`src/rtl/tvip_axi_read_burst_responder_if.sv`:
```
`default_nettype none
// ============================================================================
// Module  : tvip_axi_read_burst_responder_if
// Brief   : AXI4 AR/R channel bundle between a read initiator and a responder.
// Revision: 1.0
// ============================================================================
interface tvip_axi_read_burst_responder_if #(
    parameter int ID_WIDTH      = 4,
    parameter int ADDRESS_WIDTH = 32,
    parameter int DATA_WIDTH    = 32
);
    logic                     arvalid;
    logic                     arready;
    logic [ID_WIDTH-1:0]      arid;
    logic [ADDRESS_WIDTH-1:0] araddr;
    logic [7:0]               arlen;
    logic [2:0]               arsize;
    logic [1:0]               arburst;
    logic                     rvalid;
    logic                     rready;
    logic [ID_WIDTH-1:0]      rid;
    logic [DATA_WIDTH-1:0]    rdata;
    logic [1:0]               rresp;
    logic                     rlast;

    modport slave (
        input  arvalid, arid, araddr, arlen, arsize, arburst, rready,
        output arready, rvalid, rid, rdata, rresp, rlast
    );

    modport master (
        output arvalid, arid, araddr, arlen, arsize, arburst, rready,
        input  arready, rvalid, rid, rdata, rresp, rlast
    );
endinterface
`default_nettype wire

```
`src/rtl/tvip_axi_read_burst_responder.sv`:
```
`default_nettype none
// ============================================================================
// Module  : tvip_axi_read_burst_responder
// Brief   : AXI4 read responder; expands AR bursts into single-beat reads of a
//           1-cycle-latency memory and returns R beats through a 2-entry FIFO.
//           Define TVIP_AXI_READ_RESPONDER_AR_BUFFER_EN for a 1-entry AR
//           holding register that allows back-to-back bursts.
// Revision: 1.0
// ============================================================================
module tvip_axi_read_burst_responder #(
    parameter int ID_WIDTH      = 4,
    parameter int ADDRESS_WIDTH = 32,
    parameter int DATA_WIDTH    = 32
) (
    input  wire logic                      aclk,
    input  wire logic                      areset,
    tvip_axi_read_burst_responder_if.slave axi,
    output logic                           mem_read,
    output logic [ADDRESS_WIDTH-1:0]       mem_address,
    input  wire logic [DATA_WIDTH-1:0]     mem_read_data
);
    localparam int MAX_SIZE = $clog2(DATA_WIDTH / 8);

    typedef enum logic [0:0] {
        IDLE  = 1'b0,
        BURST = 1'b1
    } state_t;

    typedef struct packed {
        logic [ID_WIDTH-1:0] id;
        logic [7:0]          len;
        logic [2:0]          size;
        logic [1:0]          burst;
        logic                err;
    } req_t;

    state_t                   state, state_next;
    req_t                     req, ar_req;
    logic [ADDRESS_WIDTH-1:0] cur_addr, addr_next;
    logic [ADDRESS_WIDTH-1:0] beat_bytes, wrap_bytes, wrap_base, addr_plus;
    logic [7:0]               remaining;
    logic                     arready_q, arready_next;
    logic                     ar_hs, issue, last_issue, pop, load_ar;
    logic [1:0]               occupancy;

    logic                     inflight, inflight_err, inflight_last;
    logic [ID_WIDTH-1:0]      inflight_id;

    logic [1:0]               fifo_count;
    logic                     rd_ptr, wr_ptr;
    logic [DATA_WIDTH-1:0]    fifo_data [2];
    logic [1:0]               fifo_resp [2];
    logic                     fifo_last [2];
    logic [ID_WIDTH-1:0]      fifo_id   [2];

`ifdef TVIP_AXI_READ_RESPONDER_AR_BUFFER_EN
    req_t                     buf_req;
    logic [ADDRESS_WIDTH-1:0] buf_addr;
    logic                     buf_valid, buf_next, load_buf, start_buf;
`endif

    assign ar_hs      = axi.arvalid && arready_q;
    assign pop        = (fifo_count != 2'd0) && axi.rready;
    // Buffered beats plus the one in flight, after this cycle's pop, must leave room.
    assign occupancy  = fifo_count + 2'(inflight) - 2'(pop);
    assign issue      = (state == BURST) && (occupancy < 2'd2);
    assign last_issue = issue && (remaining == 8'd0);

    assign mem_read    = issue && !req.err;
    assign mem_address = mem_read ? cur_addr : '0;

    assign axi.arready = arready_q;
    assign axi.rvalid  = (fifo_count != 2'd0);
    assign axi.rid     = fifo_id[rd_ptr];
    assign axi.rdata   = fifo_data[rd_ptr];
    assign axi.rresp   = fifo_resp[rd_ptr];
    assign axi.rlast   = fifo_last[rd_ptr];

    always_comb begin
        ar_req.id    = axi.arid;
        ar_req.len   = axi.arlen;
        ar_req.size  = axi.arsize;
        ar_req.burst = axi.arburst;
        ar_req.err   = (axi.arburst == 2'b11)
                    || (axi.arsize > 3'(MAX_SIZE))
                    || ((axi.arburst == 2'b10)
                        && !(axi.arlen inside {8'd1, 8'd3, 8'd7, 8'd15}));
    end

    always_comb begin
        beat_bytes = ADDRESS_WIDTH'(1) << req.size;
        wrap_bytes = ADDRESS_WIDTH'({1'b0, req.len} + 9'd1) << req.size;
        wrap_base  = cur_addr & ~(wrap_bytes - ADDRESS_WIDTH'(1));
        addr_plus  = cur_addr + beat_bytes;
        case (req.burst)
            2'b01:   addr_next = (cur_addr & ~(beat_bytes - ADDRESS_WIDTH'(1))) + beat_bytes;
            2'b10:   addr_next = (addr_plus == wrap_base + wrap_bytes) ? wrap_base : addr_plus;
            default: addr_next = cur_addr;
        endcase
    end

    always_comb begin
        state_next = state;
        load_ar    = 1'b0;
`ifdef TVIP_AXI_READ_RESPONDER_AR_BUFFER_EN
        load_buf   = 1'b0;
        start_buf  = 1'b0;
`endif
        case (state)
            IDLE: begin
                if (ar_hs) begin
                    load_ar    = 1'b1;
                    state_next = BURST;
                end
            end
            BURST: begin
                if (last_issue) begin
`ifdef TVIP_AXI_READ_RESPONDER_AR_BUFFER_EN
                    if (buf_valid)  start_buf  = 1'b1;
                    else if (ar_hs) load_ar    = 1'b1;
                    else            state_next = IDLE;
`else
                    state_next = IDLE;
`endif
                end
`ifdef TVIP_AXI_READ_RESPONDER_AR_BUFFER_EN
                else if (ar_hs) begin
                    load_buf = 1'b1;
                end
`endif
            end
            default: state_next = IDLE;
        endcase
`ifdef TVIP_AXI_READ_RESPONDER_AR_BUFFER_EN
        buf_next     = load_buf || (buf_valid && !start_buf);
        arready_next = !buf_next;
`else
        arready_next = (state_next == IDLE);
`endif
    end

    always_ff @(posedge aclk or posedge areset) begin
        if (areset) state <= IDLE;
        else        state <= state_next;
    end

    always_ff @(posedge aclk or posedge areset) begin
        if (areset) begin
            arready_q     <= 1'b0;
            req           <= '0;
            cur_addr      <= '0;
            remaining     <= '0;
            inflight      <= 1'b0;
            inflight_err  <= 1'b0;
            inflight_last <= 1'b0;
            inflight_id   <= '0;
        end else begin
            arready_q <= arready_next;
            if (load_ar) begin
                req       <= ar_req;
                cur_addr  <= axi.araddr;
                remaining <= axi.arlen;
            end
`ifdef TVIP_AXI_READ_RESPONDER_AR_BUFFER_EN
            else if (start_buf) begin
                req       <= buf_req;
                cur_addr  <= buf_addr;
                remaining <= buf_req.len;
            end
`endif
            else if (issue) begin
                cur_addr  <= addr_next;
                remaining <= remaining - 8'd1;
            end
            inflight      <= issue;
            inflight_err  <= req.err;
            inflight_last <= (remaining == 8'd0);
            inflight_id   <= req.id;
        end
    end

`ifdef TVIP_AXI_READ_RESPONDER_AR_BUFFER_EN
    always_ff @(posedge aclk or posedge areset) begin
        if (areset) begin
            buf_valid <= 1'b0;
            buf_req   <= '0;
            buf_addr  <= '0;
        end else begin
            buf_valid <= buf_next;
            if (load_buf) begin
                buf_req  <= ar_req;
                buf_addr <= axi.araddr;
            end
        end
    end
`endif

    // Memory data is valid the cycle after issue; error beats substitute zero.
    always_ff @(posedge aclk or posedge areset) begin
        if (areset) begin
            fifo_count <= 2'd0;
            rd_ptr     <= 1'b0;
            wr_ptr     <= 1'b0;
            for (int i = 0; i < 2; i++) begin
                fifo_data[i] <= '0;
                fifo_resp[i] <= 2'b00;
                fifo_last[i] <= 1'b0;
                fifo_id[i]   <= '0;
            end
        end else begin
            if (inflight) begin
                fifo_data[wr_ptr] <= inflight_err ? '0 : mem_read_data;
                fifo_resp[wr_ptr] <= inflight_err ? 2'b10 : 2'b00;
                fifo_last[wr_ptr] <= inflight_last;
                fifo_id[wr_ptr]   <= inflight_id;
                wr_ptr            <= ~wr_ptr;
            end
            if (pop) rd_ptr <= ~rd_ptr;
            fifo_count <= fifo_count + 2'(inflight) - 2'(pop);
        end
    end

endmodule
`default_nettype wire

```
`src/flat_wrapper.sv`:
```
// flat-port wrapper written by rule: the top's interface ports become plain ports
module tvip_axi_read_burst_responder_flat 
#(
    parameter int ID_WIDTH      = 4,
    parameter int ADDRESS_WIDTH = 32,
    parameter int DATA_WIDTH    = 32
)
  (aclk, areset, mem_read, mem_address, mem_read_data, axi_arvalid, axi_arid, axi_araddr, axi_arlen, axi_arsize, axi_arburst, axi_rready, axi_arready, axi_rvalid, axi_rid, axi_rdata, axi_rresp, axi_rlast);
  tvip_axi_read_burst_responder_if #(.ID_WIDTH(ID_WIDTH), .ADDRESS_WIDTH(ADDRESS_WIDTH), .DATA_WIDTH(DATA_WIDTH)) axi_i ();
  input  wire logic aclk;
  input  wire logic areset;
  output logic mem_read;
  output logic [ADDRESS_WIDTH-1:0] mem_address;
  input  wire logic [DATA_WIDTH-1:0] mem_read_data;
  input wire logic [$bits(axi_i.arvalid)-1:0] axi_arvalid;
  input wire logic [$bits(axi_i.arid)-1:0] axi_arid;
  input wire logic [$bits(axi_i.araddr)-1:0] axi_araddr;
  input wire logic [$bits(axi_i.arlen)-1:0] axi_arlen;
  input wire logic [$bits(axi_i.arsize)-1:0] axi_arsize;
  input wire logic [$bits(axi_i.arburst)-1:0] axi_arburst;
  input wire logic [$bits(axi_i.rready)-1:0] axi_rready;
  output wire logic [$bits(axi_i.arready)-1:0] axi_arready;
  output wire logic [$bits(axi_i.rvalid)-1:0] axi_rvalid;
  output wire logic [$bits(axi_i.rid)-1:0] axi_rid;
  output wire logic [$bits(axi_i.rdata)-1:0] axi_rdata;
  output wire logic [$bits(axi_i.rresp)-1:0] axi_rresp;
  output wire logic [$bits(axi_i.rlast)-1:0] axi_rlast;
  assign axi_i.arvalid = axi_arvalid;
  assign axi_i.arid = axi_arid;
  assign axi_i.araddr = axi_araddr;
  assign axi_i.arlen = axi_arlen;
  assign axi_i.arsize = axi_arsize;
  assign axi_i.arburst = axi_arburst;
  assign axi_i.rready = axi_rready;
  assign axi_arready = axi_i.arready;
  assign axi_rvalid = axi_i.rvalid;
  assign axi_rid = axi_i.rid;
  assign axi_rdata = axi_i.rdata;
  assign axi_rresp = axi_i.rresp;
  assign axi_rlast = axi_i.rlast;
  tvip_axi_read_burst_responder #(.ID_WIDTH(ID_WIDTH), .ADDRESS_WIDTH(ADDRESS_WIDTH), .DATA_WIDTH(DATA_WIDTH)) u_core (.aclk(aclk), .areset(areset), .axi(axi_i), .mem_read(mem_read), .mem_address(mem_address), .mem_read_data(mem_read_data));
endmodule
```
`config.mk`:
```
export PLATFORM = sky130hd
export DESIGN_NAME = tvip_axi_read_burst_responder_flat
export DESIGN_NICKNAME = d
export VERILOG_FILES = /design/src/rtl/tvip_axi_read_burst_responder_if.sv /design/src/rtl/tvip_axi_read_burst_responder.sv /design/src/flat_wrapper.sv
export SDC_FILE = /design/constraint.sdc
export NUM_CORES = 1
export LEC_CHECK = 0
export CORE_UTILIZATION = 60
export CTS_CLUSTER_DIAMETER = 60
export DETAILED_ROUTE_END_ITERATION = 8
export DONT_BUFFER_PORTS = 1
export GPL_TIMING_DRIVEN = 1
export PLACE_DENSITY = 0.76
export SYNTH_ARGS = -nofsm -noshare
export SYNTH_HDL_FRONTEND = slang
export SYNTH_SLANG_ARGS = --single-unit
```
`constraint.sdc`:
```
create_clock -name aclk -period 19 [get_ports aclk]
set_clock_uncertainty 0.2 [all_clocks]
set_input_delay 0.95 -clock aclk [delete_from_list [all_inputs] [get_ports aclk]]
set_output_delay 0.95 -clock aclk [all_outputs]
set_load 0.05 [all_outputs]
```
==> flow_results.org <==
** Global routing
- Aggregate global-route resource usage :: 0.377
- Overflow after GRT :: 0
- First-pass GRT wire length :: approximately 63000 um
- The number of antenna violations at the first check in global routing was 2.
- Via count of the first global-routing pass :: around 11000
- Largest net degree at the start of global routing :: 77

** Logic synthesis
- Synthesis produced a netlist with a net count of 1649.
- Number of library cell types mapped by synthesis :: around 110
- Mean cell area of the mapped netlist :: between 8 and 9 sq um
- Of the synthesized area, sequential elements account for 0.299.
- Cell types occupying the most area after synthesis :: sky130_fd_sc_hd__dfrtp_1 (30%), sky130_fd_sc_hd__nand2_1 (6.6%), sky130_fd_sc_hd__o21ai_0 (5.3%)
- The synthesized design contains ~150 register bits.
- Count of mapped cells out of synthesis :: between 1500 and 2000
- Top cell type's share of synthesized area :: 0.299
- Post-Synthesis Cell Area :: about 12000 sq um
- Post-synth top cells :: sky130_fd_sc_hd__nand2_1 (216), sky130_fd_sc_hd__dfrtp_1 (147), sky130_fd_sc_hd__o21ai_0 (131), sky130_fd_sc_hd__nor2_1 (90), sky130_fd_sc_hd__clkbuf_1 (86)
- sky130_fd_sc_hd__nand2_1 is the most common cell in the netlist.
- Number of enable flip-flop cells after synthesis :: 0
- The Yosys step of the flow raised 0 warnings.
- The synthesized design spends more area on one cell type than any other, namely sky130_fd_sc_hd__dfrtp_1.
- The most used flip-flop cell after synthesis is sky130_fd_sc_hd__dfrtp_1.
- Synth async-reset ratio :: 1.00

** Setup path
- Together, buffers and inverters on the worst path number 1.
- The largest single stage delay on the critical path is 0.92 ns.
- WP data required :: 19.10 ns
- Kind of critical path :: reg2reg
- For the worst flop-to-flop path, the logic depth is 24.
- In this run the critical register-to-register path is captured at u_core.cur_addr[8]$_DFFE_PP0P_.
- Grouping stages by cell kind, the critical path spends the most delay in simple AND/OR/NAND/NOR gates.
- Crit Path Max Fanout :: 17
- Data arrival at the endpoint of the critical path :: 8.14 ns
- STA classifies the critical path endpoint as a flip-flop.
- Cell type with the highest occurrence count on the critical path :: sky130_fd_sc_hd__o21ai_0
- CP startpoint kind :: flip-flop
- The slowest stage of the critical path belongs to the cell sky130_fd_sc_hd__or4_1.
- The worst register-to-register path has a setup slack of 10.96 ns.
- The critical path goes through ha_1, and4_1, a21boi_1, or2_1, a221oi_2, inv_2, or2_1, nor3_1, nand2_1, xor2_1, and2_1, ha_1, xor2_1, o21ai_0, o21ai_0, nand4_1, a2111oi_0, o311a_1, o2111ai_1, or4_1, or4_1, nor2_8, o21ai_0, a221o_1.
- Startpoint of the lowest-slack register-to-register path :: u_core.req[6]$_DFFE_PP0P_

** Floorplan
- The floorplan has 52 rows.
- Die extent in x :: 145 um
- The floorplan step set the die height to 145 um.
- Die outline area :: 21100 sq um
- For this configuration, the core starts out at a cell density of 0.610.
- Area of the core region :: 20200 sq um
- Pin placement for this block handled 159 I/O pins.

** Layout
- At the end of the flow, the number of nets in the layout was 1569.
- Once layout is complete, the utilization of the core stands at 0.642.
- Fill cells in the final layout number 1746.
- Design area :: 12900 sq um
- The area growth from synthesis to layout is 5.24%.
- Layout cell share with drive strength beyond 1 :: 0.119
- Once layout is complete, the cells apart from fillers number between 1500 and 2000.

** Routing
- Dividing the detail-routed wire length by the instance count gives 23.0 um.
- Total wire length :: 39900 um
- In this run, the number of DRC markers left after iteration 0 of detailed routing was approximately 1600.
- For this block, the via count after detailed routing is 12000.
- Via count normalized by instance count :: 6.93
- Detailed Routing Iterations Pass 1 :: 8
- In the routed design, unresolved DRC markers number 0.
- Once detail routing completed, the nets flagged for antenna violations numbered 0.

** Place
- Routability-driven placement finished with a final weighted congestion of 1.02.
- Post-placement cell area :: 12300 sq um
- During placement, the flow inserted port buffers numbering 0.
- Post-detailed-placement half-perimeter wirelength :: ~29000 um
- In this run, placement finished with an instance count of approximately 1700.

** Clock tree
- Post_cts resized :: 0
- After clock tree synthesis, the clock-pin slew on the worst setup and hold paths is 0.07 ns.
- TritonCTS buffer count :: 17
- Buffers added to address setup during post-CTS repair amount to 0.
- Latest clock arrival within the worst-skew pair :: approximately 0.42 ns
- Clock tree synthesis selected as its root buffer the cell sky130_fd_sc_hd__clkbuf_16.
- Clock Sinks :: 147
- Number of hold buffers added after cts :: 0
- In this run the number of H-tree levels came out at 4.
- Maximum buffer depth of the clock tree :: 2
- TritonCTS built the clock tree.

** Run
- Across the run, the number of max-cap violations was 0.

** Timing
- Dividing the final minimum period by the clock period gives 0.423.
- At the pin with the least slew margin, the transition time is 1.19 ns.
- Shortest period the worst path allows :: 8.04 ns
- Setup repair after global routing left no endpoint under its margin.
- The final-report hold violation count is 0.
- Headroom to the max-slew limit came out at 0.207.
- Setup violations remaining at the end of the flow were counted as 0.
- After routing, the total negative slack on setup checks comes to 0 ns.
- Fmax :: 124 MHz
- Max-slew violation count :: 0

** Worst hold path
- Hold path startpoint :: u_core.req[14]$_DFFE_PP0P_
- The worst hold path was traced through 0 stages.
- The min-delay analysis places its worst path in the category reg2reg.
- Min-Delay Endpoint :: u_core.inflight_id[0]$_DFF_PP0_

** Status
- Result of the run :: finished, final reports clean
-- cell usage in the layout (no fill, tap or decap), types with 10 or more instances in the layout --
cell type / count
sky130_fd_sc_hd__nor2b_1: 12
sky130_fd_sc_hd__and2_1: 42
sky130_fd_sc_hd__o21ai_0: 131
sky130_fd_sc_hd__buf_4: 16
sky130_fd_sc_hd__ha_1: 31
sky130_fd_sc_hd__or3_1: 13
sky130_fd_sc_hd__nor2_1: 88
sky130_fd_sc_hd__nor3_1: 31
sky130_fd_sc_hd__nand3_1: 31
sky130_fd_sc_hd__mux2_2: 52
sky130_fd_sc_hd__a211oi_1: 20
sky130_fd_sc_hd__xnor2_1: 63
sky130_fd_sc_hd__or2_2: 13
sky130_fd_sc_hd__a21o_1: 14
sky130_fd_sc_hd__o211ai_1: 22
sky130_fd_sc_hd__mux2i_1: 10
sky130_fd_sc_hd__o22ai_1: 18
sky130_fd_sc_hd__nor4_1: 15
sky130_fd_sc_hd__nand4_1: 27
sky130_fd_sc_hd__nand2_1: 215
sky130_fd_sc_hd__a21oi_1: 58
sky130_fd_sc_hd__a221oi_1: 10
sky130_fd_sc_hd__inv_1: 38
sky130_fd_sc_hd__a31oi_1: 23
sky130_fd_sc_hd__nor3_2: 15
sky130_fd_sc_hd__clkbuf_16: 17
sky130_fd_sc_hd__xor2_1: 14
sky130_fd_sc_hd__o21ai_1: 22
sky130_fd_sc_hd__and3_1: 20
sky130_fd_sc_hd__dfrtp_1: 147
sky130_fd_sc_hd__nand2b_1: 44
-- kinds of logic (layout without fill, tap and decap cells) --
| family | after synthesis | in the layout | share of synthesized area |
|---|---|---|---|
| and+or+nand+nor | 617 | 617 | 0.258 |
| adders and majority gates | 32 | 32 | 0.0332 |
| buffers and inverters | 157 | 90 | 0.0527 |
| DFF | 147 | 147 | 0.299 |
| other | 1 | 3 | 0.000305 |
| xor gates and xnor gates | 79 | 79 | 0.0575 |
| muxes | 63 | 63 | 0.0570 |
| AOI/OAI and AO/OA | 436 | 436 | 0.242 |
-- through the flow --
step	hold slack (ns)	setup WS (ns)
6_report	0.175	10.96
4_1_cts	0.180	11.08
3_3_place_gp	0.160	11.29
5_1_grt	0.198	10.41
3_5_place_dp	0.165	11.12
2_1_floorplan	0.154	12.52
-- registers in the layout (all words and copies together) (netlist names) --
signal and cells:
u_core.axi.arready 1, u_core.cur_addr 32, u_core.fifo_count 2, u_core.fifo_data 64
u_core.fifo_id 8, u_core.fifo_last 2, u_core.fifo_resp 2, u_core.inflight 1
u_core.inflight_err 1, u_core.inflight_id 4, u_core.inflight_last 1, u_core.rd_ptr 1
u_core.remaining 8, u_core.req 18, u_core.state 1, u_core.wr_ptr 1
-- routing by layer --
| layer | global-route usage | vias to the layer above | share of wire |
|---|---|---|---|
| met2 | 0.559 | 765 | 0.43 |
| met4 | 0.130 | 0 | 0.034 |
| met3 | 0.0786 | 116 | 0.11 |
| li1 | - | 5422 | - |
| met5 | 0 | - | 0 |
| met1 | 0.545 | 5735 | 0.42 |
-- area by class of cell --
type                    count  area (sq um)  area share
multi-input cells        1228          8050       0.622
repair buffers             16           120     0.00928
inverters                  42           163      0.0126
flip-flops and latches    147          3680       0.284
clock buffers              19           453      0.0350
well taps                 270           338      0.0261
clock inverters            13           138      0.0106
diodes                      2          5.00    0.000387
-- worst max path at each step --
stage	startpoint	end	slack [ns]	cells after the start
5_1_grt	u_core.req[6]$_DFFE_PP0P_	u_core.cur_addr[8]$_DFFE_PP0P_	10.41	24
3_3_place_gp	u_core.req[6]$_DFFE_PP0P_	u_core.cur_addr[26]$_DFFE_PP0P_	11.29	24
3_5_place_dp	u_core.req[6]$_DFFE_PP0P_	u_core.cur_addr[8]$_DFFE_PP0P_	11.12	24
4_1_cts	u_core.req[6]$_DFFE_PP0P_	u_core.cur_addr[8]$_DFFE_PP0P_	11.08	24
2_1_floorplan	u_core.req[6]$_DFFE_PP0P_	u_core.cur_addr[6]$_DFFE_PP0P_	12.52	28
6_report	u_core.req[6]$_DFFE_PP0P_	u_core.cur_addr[8]$_DFFE_PP0P_	10.96	24
Power is not shown: default switching activity piles up to over one toggle a cycle in this logic, so the estimate is an artifact.
